`config.mk`:
```
export PLATFORM = sky130hd
export DESIGN_NAME = kamacore_stage_mem_flat
export DESIGN_NICKNAME = d
export VERILOG_FILES = /design/src/rtl/kamacore_pkg.sv /design/src/rtl/kamacore_pipeline_stage_if.sv /design/src/rtl/kamacore_load_align.sv /design/src/rtl/kamacore_stage_mem.sv /design/src/flat_wrapper.sv
export SDC_FILE = /design/constraint.sdc
export NUM_CORES = 1
export LEC_CHECK = 0
export CORE_AREA = 2 2 119 121
export CTS_CLUSTER_SIZE = 10
export DETAILED_ROUTE_END_ITERATION = 7
export DIE_AREA = 0 0 121 123
export GPL_TIMING_DRIVEN = 1
export PLACE_DENSITY_LB_ADDON = 0.2
export SLEW_MARGIN = 20
export SYNTH_ARGS = -nofsm -noshare
export SYNTH_HDL_FRONTEND = slang
export SYNTH_SLANG_ARGS = --single-unit
```
`constraint.sdc`:
```
create_clock -name clk -period 11.2 [get_ports clk]
set_clock_uncertainty 0.2 [all_clocks]
set_input_delay 3.36 -clock clk [delete_from_list [all_inputs] [get_ports clk]]
set_output_delay 3.36 -clock clk [all_outputs]
set_load 0.005 [all_outputs]
```
`src/rtl/kamacore_pkg.sv`:
```
// rtl/kamacore_pkg.sv - shared widths, opcodes, access sizes and MEM stage FSM states
package kamacore_pkg;

   localparam int CPU_WIDTH      = 32;
   localparam int REG_ADDR_WIDTH = 5;

   localparam logic [6:0] OPC_LOAD  = 7'b0000011;
   localparam logic [6:0] OPC_STORE = 7'b0100011;

   // funct3 encodings for loads and stores; bit 2 set means zero-extend
   localparam logic [2:0] F3_B  = 3'b000;
   localparam logic [2:0] F3_H  = 3'b001;
   localparam logic [2:0] F3_W  = 3'b010;
   localparam logic [2:0] F3_BU = 3'b100;
   localparam logic [2:0] F3_HU = 3'b101;

   // access size taken from funct3[1:0]
   localparam logic [1:0] SZ_BYTE = 2'b00;
   localparam logic [1:0] SZ_HALF = 2'b01;
   localparam logic [1:0] SZ_WORD = 2'b10;

   localparam logic [31:0] NOP_INSTR = 32'h0000_0013;

   typedef enum logic [1:0] {
      ST_IDLE     = 2'd0,
      ST_WAIT_GNT = 2'd1,
      ST_WAIT_RSP = 2'd2
   } mem_state_e;

endpackage

```
`src/rtl/kamacore_pipeline_stage_if.sv`:
```
// rtl/kamacore_pipeline_stage_if.sv - pipeline register bundle passed between stages
interface kamacore_pipeline_stage;
   import kamacore_pkg::*;

   logic                 valid;
   logic [31:0]          instruction;
   logic [CPU_WIDTH-1:0] alu_result;
   logic [CPU_WIDTH-1:0] rs2_data;

   modport master (output valid, instruction, alu_result, rs2_data);
   modport slave  (input  valid, instruction, alu_result, rs2_data);

endinterface

```
`src/rtl/kamacore_load_align.sv`:
```
// rtl/kamacore_load_align.sv - extracts the addressed byte/half of a load word and extends it
module kamacore_load_align
   import kamacore_pkg::*;
(
   input  logic [CPU_WIDTH-1:0] i_rdata,
   input  logic [1:0]           i_addr_lo,
   input  logic [2:0]           i_funct3,
   output logic [CPU_WIDTH-1:0] o_data
);

   logic [7:0]  w_byte;
   logic [15:0] w_half;
   logic        w_sign;

   assign w_sign = ~i_funct3[2];

   // pick the lane selected by the low address bits, then extend by access size
   always_comb begin
      w_byte = i_rdata[7:0];
      case (i_addr_lo)
         2'd1:    w_byte = i_rdata[15:8];
         2'd2:    w_byte = i_rdata[23:16];
         2'd3:    w_byte = i_rdata[31:24];
         default: w_byte = i_rdata[7:0];
      endcase
      w_half = i_addr_lo[1] ? i_rdata[31:16] : i_rdata[15:0];
      case (i_funct3[1:0])
         SZ_BYTE: o_data = {{24{w_sign & w_byte[7]}}, w_byte};
         SZ_HALF: o_data = {{16{w_sign & w_half[15]}}, w_half};
         default: o_data = i_rdata;
      endcase
   end

endmodule

```
`src/rtl/kamacore_stage_mem.sv`:
```
// rtl/kamacore_stage_mem.sv - MEM stage: data memory handshake and MEM/WB register; option KAMACORE_MEM_MISALIGN_CHECK_EN
module kamacore_stage_mem
   import kamacore_pkg::*;
(
   input  logic                    clk,
   input  logic                    rst,
   kamacore_pipeline_stage.slave   pipeline_ex_mem,
   kamacore_pipeline_stage.master  pipeline_mem_wb,
   output logic                    mem_stall,
   output logic                    dmem_req,
   output logic                    dmem_we,
   output logic [CPU_WIDTH-1:0]    dmem_addr,
   output logic [3:0]              dmem_be,
   output logic [CPU_WIDTH-1:0]    dmem_wdata,
   input  logic                    dmem_gnt,
   input  logic                    dmem_rvalid,
   input  logic [CPU_WIDTH-1:0]    dmem_rdata,
   output logic                    mem_misaligned
);

   mem_state_e           r_state;
   mem_state_e           w_next_state;
   logic                 r_wb_valid;
   logic [31:0]          r_wb_instr;
   logic [CPU_WIDTH-1:0] r_wb_result;
   logic                 r_misaligned;

   logic                 w_is_load;
   logic                 w_is_store;
   logic                 w_mem_op;
   logic                 w_misaligned;
   logic                 w_active;
   logic                 w_complete;
   logic [1:0]           w_size;
   logic [1:0]           w_addr_lo;
   logic [CPU_WIDTH-1:0] w_load_data;
   logic [CPU_WIDTH-1:0] w_result;
   logic [CPU_WIDTH-1:0] w_addr;
   logic [CPU_WIDTH-1:0] w_wdata_src;

   assign w_addr      = pipeline_ex_mem.alu_result;
   assign w_wdata_src = pipeline_ex_mem.rs2_data;
   assign w_size      = pipeline_ex_mem.instruction[13:12];
   assign w_is_load   = pipeline_ex_mem.valid && (pipeline_ex_mem.instruction[6:0] == OPC_LOAD);
   assign w_is_store  = pipeline_ex_mem.valid && (pipeline_ex_mem.instruction[6:0] == OPC_STORE);
   assign w_mem_op    = w_is_load | w_is_store;

`ifdef KAMACORE_MEM_MISALIGN_CHECK_EN
   assign w_misaligned = w_mem_op &&
                         (((w_size == SZ_HALF) && w_addr[0]) ||
                          ((w_size == SZ_WORD) && (w_addr[1:0] != 2'b00)));
`else
   assign w_misaligned = 1'b0;
`endif

   // misaligned ops never reach memory; they retire immediately with a zero result
   assign w_active = w_mem_op & ~w_misaligned;

   // lane offset snapped to the natural alignment of the access size
   assign w_addr_lo = (w_size == SZ_BYTE) ? w_addr[1:0] :
                      (w_size == SZ_HALF) ? {w_addr[1], 1'b0} : 2'b00;

   assign dmem_we    = w_is_store;
   assign dmem_addr  = {w_addr[CPU_WIDTH-1:2], 2'b00};
   assign dmem_be    = (w_size == SZ_BYTE) ? (4'b0001 << w_addr_lo) :
                       (w_size == SZ_HALF) ? (4'b0011 << w_addr_lo) : 4'b1111;
   assign dmem_wdata = (w_size == SZ_BYTE) ? {4{w_wdata_src[7:0]}} :
                       (w_size == SZ_HALF) ? {2{w_wdata_src[15:0]}} : w_wdata_src;

   kamacore_load_align u_load_align (
      .i_rdata   (dmem_rdata),
      .i_addr_lo (w_addr_lo),
      .i_funct3  (pipeline_ex_mem.instruction[14:12]),
      .o_data    (w_load_data)
   );

   // state register
   always_ff @(posedge clk) begin
      if (!rst) r_state <= ST_IDLE;
      else      r_state <= w_next_state;
   end

   // next-state: stores finish on grant, loads wait for the response
   always_comb begin
      w_next_state = r_state;
      case (r_state)
         ST_IDLE: begin
            if (w_active)
               w_next_state = dmem_gnt ? (w_is_load ? ST_WAIT_RSP : ST_IDLE) : ST_WAIT_GNT;
         end
         ST_WAIT_GNT: begin
            if (!w_active)     w_next_state = ST_IDLE;
            else if (dmem_gnt) w_next_state = w_is_load ? ST_WAIT_RSP : ST_IDLE;
         end
         ST_WAIT_RSP: begin
            if (dmem_rvalid) w_next_state = ST_IDLE;
         end
         default: w_next_state = ST_IDLE;
      endcase
   end

   // outputs: request, completion and stall for the current state
   always_comb begin
      dmem_req   = 1'b0;
      w_complete = 1'b0;
      case (r_state)
         ST_IDLE: begin
            dmem_req   = w_active;
            w_complete = pipeline_ex_mem.valid &&
                         (!w_mem_op || w_misaligned || (w_is_store && dmem_gnt));
         end
         ST_WAIT_GNT: begin
            dmem_req   = w_active;
            w_complete = w_active && w_is_store && dmem_gnt;
         end
         ST_WAIT_RSP: begin
            w_complete = dmem_rvalid;
         end
         default: begin
            dmem_req   = 1'b0;
            w_complete = 1'b0;
         end
      endcase
      mem_stall = w_mem_op & ~w_complete;
   end

   // loads only ever complete out of WAIT_RSP, so that is where the aligned data is used
   assign w_result = (r_state == ST_WAIT_RSP) ? w_load_data :
                     (w_misaligned ? '0 : w_addr);

   // MEM/WB register: capture on completion, otherwise emit a bubble
   always_ff @(posedge clk) begin
      if (!rst) begin
         r_wb_valid   <= 1'b0;
         r_wb_instr   <= NOP_INSTR;
         r_wb_result  <= '0;
         r_misaligned <= 1'b0;
      end else begin
         r_wb_valid   <= w_complete;
         r_misaligned <= w_complete & w_misaligned;
         if (w_complete) begin
            r_wb_instr  <= pipeline_ex_mem.instruction;
            r_wb_result <= w_result;
         end
      end
   end

   assign pipeline_mem_wb.valid       = r_wb_valid;
   assign pipeline_mem_wb.instruction = r_wb_instr;
   assign pipeline_mem_wb.alu_result  = r_wb_result;
   assign pipeline_mem_wb.rs2_data    = '0;
   assign mem_misaligned              = r_misaligned;

endmodule
```
`src/flat_wrapper.sv`:
```
// flat-port wrapper written by rule: the top's interface ports become plain ports
module kamacore_stage_mem_flat import kamacore_pkg::*;
  (clk, rst, mem_stall, dmem_req, dmem_we, dmem_addr, dmem_be, dmem_wdata, dmem_gnt, dmem_rvalid, dmem_rdata, mem_misaligned, pipeline_ex_mem_valid, pipeline_ex_mem_instruction, pipeline_ex_mem_alu_result, pipeline_ex_mem_rs2_data, pipeline_mem_wb_valid, pipeline_mem_wb_instruction, pipeline_mem_wb_alu_result, pipeline_mem_wb_rs2_data);
  kamacore_pipeline_stage pipeline_ex_mem_i ();
  kamacore_pipeline_stage pipeline_mem_wb_i ();
  input  logic clk;
  input  logic rst;
  output logic mem_stall;
  output logic dmem_req;
  output logic dmem_we;
  output logic [CPU_WIDTH-1:0] dmem_addr;
  output logic [3:0] dmem_be;
  output logic [CPU_WIDTH-1:0] dmem_wdata;
  input  logic dmem_gnt;
  input  logic dmem_rvalid;
  input  logic [CPU_WIDTH-1:0] dmem_rdata;
  output logic mem_misaligned;
  input wire logic [$bits(pipeline_ex_mem_i.valid)-1:0] pipeline_ex_mem_valid;
  input wire logic [$bits(pipeline_ex_mem_i.instruction)-1:0] pipeline_ex_mem_instruction;
  input wire logic [$bits(pipeline_ex_mem_i.alu_result)-1:0] pipeline_ex_mem_alu_result;
  input wire logic [$bits(pipeline_ex_mem_i.rs2_data)-1:0] pipeline_ex_mem_rs2_data;
  output wire logic [$bits(pipeline_mem_wb_i.valid)-1:0] pipeline_mem_wb_valid;
  output wire logic [$bits(pipeline_mem_wb_i.instruction)-1:0] pipeline_mem_wb_instruction;
  output wire logic [$bits(pipeline_mem_wb_i.alu_result)-1:0] pipeline_mem_wb_alu_result;
  output wire logic [$bits(pipeline_mem_wb_i.rs2_data)-1:0] pipeline_mem_wb_rs2_data;
  assign pipeline_ex_mem_i.valid = pipeline_ex_mem_valid;
  assign pipeline_ex_mem_i.instruction = pipeline_ex_mem_instruction;
  assign pipeline_ex_mem_i.alu_result = pipeline_ex_mem_alu_result;
  assign pipeline_ex_mem_i.rs2_data = pipeline_ex_mem_rs2_data;
  assign pipeline_mem_wb_valid = pipeline_mem_wb_i.valid;
  assign pipeline_mem_wb_instruction = pipeline_mem_wb_i.instruction;
  assign pipeline_mem_wb_alu_result = pipeline_mem_wb_i.alu_result;
  assign pipeline_mem_wb_rs2_data = pipeline_mem_wb_i.rs2_data;
  kamacore_stage_mem u_core (.clk(clk), .rst(rst), .pipeline_ex_mem(pipeline_ex_mem_i), .pipeline_mem_wb(pipeline_mem_wb_i), .mem_stall(mem_stall), .dmem_req(dmem_req), .dmem_we(dmem_we), .dmem_addr(dmem_addr), .dmem_be(dmem_be), .dmem_wdata(dmem_wdata), .dmem_gnt(dmem_gnt), .dmem_rvalid(dmem_rvalid), .dmem_rdata(dmem_rdata), .mem_misaligned(mem_misaligned));
endmodule
```
==> results.toml <==
[layout]
areaGrowthSynthToFinish_pct = 52.7
final_nets = 974
drive_gt1_share_pct = 7.01
nFillCells = 1266

[yosys]
synth_area_leaders = "dfxtp_1, mux2i_1, buf_4"
yosysWarnings = 0
synth_cells = 642
ys_seq_elements = 67
seq_area_frac_synth_pct = 26.8
netlist-cell-type-count = 43
yosys.area.top_type_share_pct = 26.8
netlist_area_sq_mm = 0.00501
synth_ff_type = "dfxtp_1"
synth_top_area_cell = "dfxtp_1"
syn_area_per_cell_sq_um = 7.80
synth_edf_count = 0
async_flop_share_pct = 0

[timing]
slew_headroom_pct = 43.5
setup_violations = 0
clock.fmax_ghz = 0.107
tightest_slew_ps = 847
period_needed_ps = 9380
fin_crit_sh_pct = 83.8
timing_hold_violations_final = 0
slew_viol_final = 0
worst_hold_slack_ps = 256
rsz0062_at_grt = "no"
tns_ps = 0

[clocking]
cts_resized = 0
cts_tree = "yes"
clkTransAtPathRegs_ps = 50
tritoncts.num_buffers = 9
cts_sinks = 67
hold_buffers = 0
post_cts_buffers = 0
htreeDepth = 3
clk_latency_ps = 320
clockBufferDepth = 2
cts_root_buf = "clkbuf_16"

[worst_setup_path]
r2r-end = "u_core.pipeline_mem_wb.instruction[11]$_SDFFE_PN0P_"
cp-start-kind = "input port"
ff2ff_setup_slack_ps = 8280
arrival_ps = 5820
crit_required_ps = 7640
r2r-start = "u_core.r_state[1]$_SDFFE_PN0P_"
crit_path_start = "pipeline_ex_mem_instruction[0]"
critPathCapture = "mem_stall"
worstPathMaxFanout = 16
ff2ff_path_depth = 6
critical_path_class = "in2out"
cp-end-kind = "output port"

[routing]
wl_met2_um = 8950
wl_per_cell_um = 16.9
drt_iter0_markers = 338
dr.max_layer_used = "met4"
wl_met1_um = 6780
drt_wl_total_um = 17300
first_pass_iters = 5
via_count = 5204
ant_nets = 0
vias_per_cell = 5.09
drc = 0
route.met3.wl_um = 1230

[grt]
grt_pass1_vias = 4998
grt_max_degree = 77
grt_pass1_wl_um = 26400
grtUsageTotal_pct = 22.5
antenna_found_initial = 0
gr-total-overflow = 0

[worst_hold_path]
hold_class = "reg2reg"

[die]
dieArea_sq_mm = 0.0149
fp.dieW_um = 121
row_count = 43
die_h_um = 123
start_util_pct = 36.8
ioPinCount = 302
core_area_sq_mm = 0.0136

[power_and_ir_drop]
power.density_mw_per_mm2 = 103
p_leak_nw = 3.05
ir_drop_mv = 0.0694

[status]
status = "finished clean"

[placed_design]
io_buffers = 266
gp_congestion = 0.902
dp_hpwl_um = 13400

[job]
cap_violations = 0
-- cells by family after synthesis --
logic type,count (synthesis),synth area share (%)
other cells,1,0.0749
buf+inv,153,17.7
mux,84,17.1
simple gates,248,22.9
compound gates,85,14.4
fa+ha+maj,4,0.999
flops,67,26.8
-- synth_stat cells (11+ instances only) --
| cell | number |
|---|---|
| clkbuf_1 | 29 |
| a221oi_1 | 12 |
| nand2_1 | 148 |
| nor2_1 | 24 |
| mux2i_1 | 70 |
| inv_1 | 27 |
| mux2_2 | 14 |
| nand2b_1 | 12 |
| dfxtp_1 | 67 |
| o21ai_0 | 13 |
| nor3_1 | 16 |
| buf_2 | 14 |
| buf_4 | 76 |
| o221ai_1 | 11 |
-- state kept, by name (all words and copies together) (netlist names) --
signal / flops
u_core.pipeline_mem_wb.instruction: 32
u_core.r_state: 2
u_core.pipeline_mem_wb.valid: 1
u_core.pipeline_mem_wb.alu_result: 32
-- worst max-delay path, stage by stage --
cell and delay, ps:
clkdlybuf4s50_1 500, and4bb_2 300, a2111o_1 220, nand3_1 590, nor2_1 310, clkdlybuf4s50_1 540
-- worst min path at each step --
stage | startpoint | endpoint | cells after the start
finish | u_core.pipeline_mem_wb.instruction[8]$_SDFFE_PN0P_ | u_core.pipeline_mem_wb.instruction[8]$_SDFFE_PN0P_ | 2
global route | u_core.pipeline_mem_wb.instruction[29]$_SDFFE_PN0P_ | u_core.pipeline_mem_wb.instruction[29]$_SDFFE_PN0P_ | 2
CTS | u_core.pipeline_mem_wb.instruction[29]$_SDFFE_PN0P_ | u_core.pipeline_mem_wb.instruction[29]$_SDFFE_PN0P_ | 2
detailed placement | u_core.pipeline_mem_wb.instruction[29]$_SDFFE_PN0P_ | u_core.pipeline_mem_wb.instruction[29]$_SDFFE_PN0P_ | 2
global placement | u_core.pipeline_mem_wb.instruction[7]$_SDFFE_PN0P_ | u_core.pipeline_mem_wb.instruction[7]$_SDFFE_PN0P_ | 2
floorplan | u_core.pipeline_mem_wb.instruction[10]$_SDFFE_PN0P_ | u_core.pipeline_mem_wb.instruction[10]$_SDFFE_PN0P_ | 2
-- through the flow --
| step | power, mW | utilization (%) | instances | setup WS [ps] | instance area (sq um) |
|---|---|---|---|---|---|
| 6_report | 0.784 | 56.2 | 1023 | 1820 | 7650 |
| 5_1_grt | 0.823 | 56.2 | 1022 | 1620 | 7650 |
| 4_1_cts | 0.793 | 56.2 | 1022 | 1820 | 7640 |
| 3_5_place_dp | 0.480 | 53.7 | 1006 | 1850 | 7320 |
| 3_3_place_gp | 0.478 | 53.7 | 1006 | 1920 | 7320 |
| 2_1_floorplan | 0.365 | - | 676 | 2490 | 5140 |
-- cells in the final DEF (no fill, tap or decap), types with 3 or more instances in the layout --
cell	instances
a21oi_1	9
a221oi_1	12
a221oi_2	10
a22oi_1	8
a31oi_1	3
buf_2	3
buf_4	9
clkbuf_16	9
clkdlybuf4s50_1	263
conb_1	35
dfxtp_1	67
ha_1	4
inv_1	27
mux2_2	14
mux2i_1	70
nand2_1	148
nand2b_1	12
nand3_1	3
nand3b_1	10
nand4_1	10
nand4b_1	10
nor2_1	24
nor3_1	15
nor4_1	4
o21ai_0	13
o221ai_1	11
o22ai_1	5
o311ai_0	7
-- metal layers --
metal  vias up  GRT usage, %
met4         0          7.56
li1       2517             -
met2       247          40.1
met1      2422          26.7
met3        18          5.07
met5         -             0
-- where the power goes --
| part | total (mW) | internal, mW | switching, mW |
|---|---|---|---|
| registers | 0.263 | 0.254 | 0.00807 |
| clock network | 0.309 | 0.207 | 0.102 |
| logic | 0.213 | 0.124 | 0.0889 |
-- final cells by class --
| class | instances | area (sq um) | share of cell area, % |
|---|---|---|---|
| multi-input combinational | 456 | 2930 | 38.3 |
| timing repair buffer | 275 | 2720 | 35.5 |
| tap | 180 | 225 | 2.94 |
| clock inverter | 4 | 72.6 | 0.949 |
| antenna | 1 | 2.50 | 0.0327 |
| inverter | 28 | 105 | 1.37 |
| clock buffer | 12 | 256 | 3.35 |
| sequential | 67 | 1340 | 17.5 |
(Power assumes the default switching activity.)
